[config.mk]
export PLATFORM = sky130hd
export DESIGN_NAME = lzw_hash_ctrl
export DESIGN_NICKNAME = d
export VERILOG_FILES = /design/src/rtl/lzw_pkg.sv /design/src/rtl/lzw_char_packer.sv /design/src/rtl/lzw_hash_ctrl.sv
export SDC_FILE = /design/constraint.sdc
export NUM_CORES = 1
export LEC_CHECK = 0
export CORE_MARGIN = 1.5
export CORE_UTILIZATION = 50
export CTS_CLUSTER_DIAMETER = 30
export DETAILED_ROUTE_END_ITERATION = 12
export PLACE_DENSITY = 0.92
export SYNTH_ARGS = -nofsm -noshare
export SYNTH_HDL_FRONTEND = slang
export SYNTH_SLANG_ARGS = --single-unit
[constraint.sdc]
create_clock -name clk -period 4.76 [get_ports clk]
set_input_delay 0.714 -clock clk [delete_from_list [all_inputs] [get_ports clk]]
set_output_delay 0.714 -clock clk [all_outputs]
set_load 0.02 [all_outputs]
[src/rtl/lzw_pkg.sv]
// Shared types and constants for the LZW hash controller and its character packer.
package lzw_pkg;

   localparam int CODE_W     = 12;
   localparam int CHAR_W     = 8;
   localparam int MAX_CHARS  = 8;
   localparam int NUM_CHAR_W = 3;
   localparam int PACK_W     = CHAR_W * MAX_CHARS;
   localparam int COUNT_W    = NUM_CHAR_W + 1;
   localparam int CYC_W      = 10;

   typedef enum logic [2:0] {
      IDLE,
      PACK,
      LOAD,
      RUN,
      OUT
   } state_t;

   // Character count to the LFSR's "count minus one" encoding; an empty string reads as 0.
   function automatic logic [NUM_CHAR_W-1:0] num_char_of(input logic [COUNT_W-1:0] count);
      return (count == '0) ? '0 : NUM_CHAR_W'(count - COUNT_W'(1));
   endfunction

endpackage

[src/rtl/lzw_char_packer.sv]
// Left-shifting byte packer: newest character in [7:0], older ones move up,
// unused upper bytes stay zero because the register starts cleared.
module lzw_char_packer
   import lzw_pkg::*;
(
   input  logic               clk,
   input  logic               rst,
   input  logic               clear,
   input  logic               shift_en,
   input  logic [CHAR_W-1:0]  data,
   output logic [PACK_W-1:0]  pack,
   output logic [COUNT_W-1:0] count,
   output logic               full
);

   // NOTE: sequential state uses <= so every register updates from pre-edge values.
   always_ff @(posedge clk or posedge rst) begin
      if (rst) begin
         pack  <= '0;
         count <= '0;
      end else if (clear) begin
         pack  <= '0;
         count <= '0;
      end else if (shift_en) begin
         pack  <= {pack[PACK_W-CHAR_W-1:0], data};
         count <= count + COUNT_W'(1);
      end
   end

   assign full = (count == COUNT_W'(MAX_CHARS));

endmodule

[src/rtl/lzw_hash_ctrl.sv]
// Packs up to 8 characters, runs them through lfsr_64_bit and presents the hashed code.
// Optional RUN timeout enabled by defining LZW_HASH_CTRL_TIMEOUT_EN.
module lzw_hash_ctrl
   import lzw_pkg::*;
#(
   parameter int TIMEOUT_CYCLES = 255
) (
   input  logic                  clk,
   input  logic                  rst,
   input  logic                  s_valid,
   output logic                  s_ready,
   input  logic [CHAR_W-1:0]     s_data,
   input  logic                  s_last,
   output logic                  lfsr_cs,
   output logic                  lfsr_rst,
   output logic [PACK_W-1:0]     lfsr_data,
   output logic [NUM_CHAR_W-1:0] lfsr_num_char,
   input  logic [CODE_W-1:0]     lfsr_code,
   input  logic                  lfsr_done,
   output logic                  m_valid,
   input  logic                  m_ready,
   output logic [CODE_W-1:0]     m_code,
   output logic [NUM_CHAR_W-1:0] m_nchar,
   output logic                  m_err
);

   state_t               state, state_next;
   logic [PACK_W-1:0]    pack;
   logic [COUNT_W-1:0]   count;
   logic                 full;
   logic                 accept;
   logic                 last_byte;
   logic                 pack_clear;
   logic                 capture_ok;
   logic                 capture_to;
   logic                 timeout_hit;

   lzw_char_packer u_packer (
      .clk      (clk),
      .rst      (rst),
      .clear    (pack_clear),
      .shift_en (accept),
      .data     (s_data),
      .pack     (pack),
      .count    (count),
      .full     (full)
   );

   // Gated by rst so the source never sees ready while the block is held in reset.
   assign s_ready   = !rst && (state == IDLE || state == PACK) && !full;
   assign accept    = s_valid && s_ready;
   assign last_byte = s_last || (count == COUNT_W'(MAX_CHARS - 1));

   always_ff @(posedge clk or posedge rst) begin
      if (rst) state <= IDLE;
      else     state <= state_next;
   end

   // NOTE: every signal written here gets a default first so no latch is inferred.
   always_comb begin
      state_next = state;
      pack_clear = 1'b0;
      capture_ok = 1'b0;
      capture_to = 1'b0;
      lfsr_cs    = 1'b0;
      lfsr_rst   = 1'b0;
      unique case (state)
         IDLE, PACK: begin
            if (accept) state_next = last_byte ? LOAD : PACK;
         end
         LOAD: begin
            lfsr_cs    = 1'b1;
            state_next = RUN;
         end
         RUN: begin
            lfsr_cs  = 1'b1;
            lfsr_rst = 1'b1;
            if (lfsr_done) begin
               capture_ok = 1'b1;
               state_next = OUT;
            end else if (timeout_hit) begin
               capture_to = 1'b1;
               state_next = OUT;
            end
         end
         OUT: begin
            if (m_ready) begin
               pack_clear = 1'b1;
               state_next = IDLE;
            end
         end
         default: state_next = IDLE;
      endcase
   end

   always_ff @(posedge clk or posedge rst) begin
      if (rst) begin
         m_code  <= '0;
         m_nchar <= '0;
      end else if (capture_ok) begin
         m_code  <= lfsr_code;
         m_nchar <= num_char_of(count);
      end else if (capture_to) begin
         m_code  <= '0;
         m_nchar <= num_char_of(count);
      end
   end

`ifdef LZW_HASH_CTRL_TIMEOUT_EN
   localparam logic [CYC_W-1:0] TIMEOUT_LAST = CYC_W'(TIMEOUT_CYCLES - 1);

   logic [CYC_W-1:0] cyc_cnt;
   logic             err_q;

   always_ff @(posedge clk or posedge rst) begin
      if (rst)                cyc_cnt <= '0;
      else if (state == RUN)  cyc_cnt <= cyc_cnt + CYC_W'(1);
      else                    cyc_cnt <= '0;
   end

   assign timeout_hit = (state == RUN) && (cyc_cnt == TIMEOUT_LAST);

   always_ff @(posedge clk or posedge rst) begin
      if (rst)             err_q <= 1'b0;
      else if (capture_ok) err_q <= 1'b0;
      else if (capture_to) err_q <= 1'b1;
   end

   assign m_err = err_q;
`else
   // Without the timeout the parameter has no effect; RUN waits for lfsr_done forever.
   logic unused_timeout;
   assign unused_timeout = (TIMEOUT_CYCLES == 0);
   assign timeout_hit    = 1'b0;
   assign m_err          = 1'b0;
`endif

   assign lfsr_data     = pack;
   assign lfsr_num_char = num_char_of(count);
   assign m_valid       = (state == OUT);

endmodule

==> reports/results.ini <==
[clock_network]
cts_hold_buf=0
cts-root-buf=clkbuf_8
clockBufferDepth=2
cts_setup_buffers=0
cts_tree=done
ctsResizeCount=0
clk_latency_ns=0.35
cts.sinks=86
numCtsBuffers=9
path_clk_slew_ns=0.07
htreeDepth=3

[timing]
setup_tns_ns=0
max_slew_margin=0.175
slew_viol_final=0
finalHoldViolCount=0
setup_viol=0
fin_crit_sh=0.696
skew_ns=0.00967
max_freq_mhz=302
grt_setup_unrepaired=no
final.min_clock_period_ns=3.31
worstMarginPinSlew_ns=1.24

[run_status]
outcome=complete, no violations

[detailed_routing]
drcViolationCount=0
wl_met1_mm=3.96
dr.max_layer_used=met4
wl_met2_mm=5.14
wl_per_cell_um=17.9
met3_length_um=802
wl_mm=10.1
ant_nets=0
dr.first_iter.drc_count=281
first_pass_iters=5
vias=3392
routed_via_density=5.99

[worst_setup_path]
crit_required_ns=4.05
worstReg2RegEnd=u_packer.pack[28]
setup.worst_path.class=register to output pin
worstPathCellList=inv_1 > ha_1 > nand3b_1 > buf_4 > o21ai_0 > clkdlybuf4s50_1
arrival_ns=2.60
path_max_fanout=69
cp-start-kind=register
slowest_delay_ns=0.60
cp_slowest_cell=clkdlybuf4s50_1
ff2ff_path_depth=5
rrSetupSlack_ns=2.65
r2r_start=state[1]
setup.worst_path.end_class=output pin

[final_layout]
num_antenna_cells=0
area_growth_pct=36.5
drive_gt1_frac=0.0814
final_cell_mix=clkdlybuf4s50_1, dfrtp_1, o21ai_0
nNetsFinal=492
layout_commonest_cell=clkdlybuf4s50_1
final_cells=566

[floorplanning]
coreArea_mm2=0.00721
start_util=0.515
die_area_mm2=0.00795
die_h_um=89.2
rows=31
io-pin-count=113
chipWidth_um=89.2

[place]
io_buffers=111
place_inst=552
dp_hpwl_mm=6.35
finalWeightedCongestion=0.823

[run]
maxCapViolCount=0

[grt]
antenna_found_initial=0
grtUsageTotal=0.259
grt_max_degree=70
grt_pass1_wl_mm=15.7
grt_pass1_vias=3161
gr-total-overflow=0

[synth]
ys_types=28
syn_area_mm2=0.00371
avgSynthCellArea_um2=9.87
yosysWarningCount=0
synth_ff_type=dfrtp_1
ys_seq_elements=86
synth-async-reset-ratio=1.00
syn-instance-count=376
seq_area_frac_synth=0.580
synth_edf_count=0
synth_fp_nets=404

[power_and_ir_drop]
pwr_density_cell_mw_per_mm2=730
peakVddDrop_v=0.000401
power_leakage_uw=0.00207

[hold_path]
hold_path_class=register to register
hp-start=m_code[6]
hold_depth=1
min_to=m_code[6]

[stage by stage]
step / hold slack, ns / utilization / power [uW] / setup WS [ns] / instance area (um2)
2_1_floorplan: 0.510 / - / 2220 / 1.82 / 3710
3_5_place_dp: 0.496 / 0.671 / 3110 / 1.82 / 4840
5_1_grt: 0.529 / 0.702 / 3890 / 1.28 / 5070
6_report: 0.511 / 0.702 / 3700 / 1.45 / 5070
3_3_place_gp: 0.485 / 0.671 / 3040 / 1.89 / 4840
4_1_cts: 0.514 / 0.702 / 3700 / 1.43 / 5070
[kinds of logic (layout without fill, tap and decap cells)]
kind of cell,Yosys count,after routing,share of synthesized area
AOI/OAI and AO/OA,142,142,0.194
and+or+nand+nor,87,87,0.125
DFF,86,86,0.580
buffers and inverters,43,134,0.0479
muxes,15,15,0.0455
adders and majority gates,2,2,0.00674
other,1,1,0.00101
[where the power goes]
part           internal, uW  leakage [uW]  switching (uW)
logic                   824      0.000833             952
clock network           341      0.000115             248
registers              1060       0.00112             275
total                  2220       0.00207            1480
[critical path: cells and delay by family, from the launching register on]
kind | cells | cell delay (ns)
buffers and inverters | 3 | 1.23
DFF | 1 | 0.42
AOI/OAI and AO/OA | 1 | 0.25
adders and majority gates | 1 | 0.24
and+or+nand+nor | 1 | 0.10
[Yosys cell counts (all sizes together), types with 2 or more instances]
cell | count | area (um2)
dfrtp | 86 | 2150
o21ai | 70 | 350
a21oi | 68 | 340
nand3 | 68 | 340
clkbuf | 31 | 116
mux2 | 15 | 169
buf | 7 | 42.5
inv | 5 | 18.8
nor2 | 4 | 15.0
nand2 | 3 | 11.3
a31oi | 2 | 12.5
and2 | 2 | 12.5
and3b | 2 | 17.5
ha | 2 | 25.0
[cell type report]
class / instances / area [um2]
fill: 559 / 2150
clock buffer: 9 / 124
sequential: 86 / 2150
multi-input combinational: 247 / 1390
inverter: 5 / 20.0
timing repair buffer: 115 / 1150
tap: 99 / 124
clock inverter: 5 / 100
[routing by layer]
layer	vias up	GRT usage
li1	1518	-
met1	1682	0.326
met2	169	0.438
met3	23	0.0554
met4	0	0.105
met5	-	0
[state kept, by name (all words and copies together) (netlist names)]
| register | count |
|---|---|
| u_packer.pack | 64 |
| m_code | 12 |
| u_packer.count | 4 |
| m_nchar | 3 |
| state | 3 |
[how the worst max path moves through the flow]
stage | start | end | slack (ns) | cells after the start
floorplan | rst | m_code[0] | 1.82 | 1
global placement | u_packer.count[0] | lfsr_num_char[2] | 1.89 | 6
detailed placement | u_packer.count[0] | lfsr_num_char[2] | 1.82 | 6
CTS | u_packer.count[0] | lfsr_num_char[2] | 1.43 | 6
global route | u_packer.count[0] | lfsr_num_char[2] | 1.28 | 6
finish | u_packer.count[0] | lfsr_num_char[2] | 1.45 | 6
No activity file was read; power rests on OpenSTA's default activity.
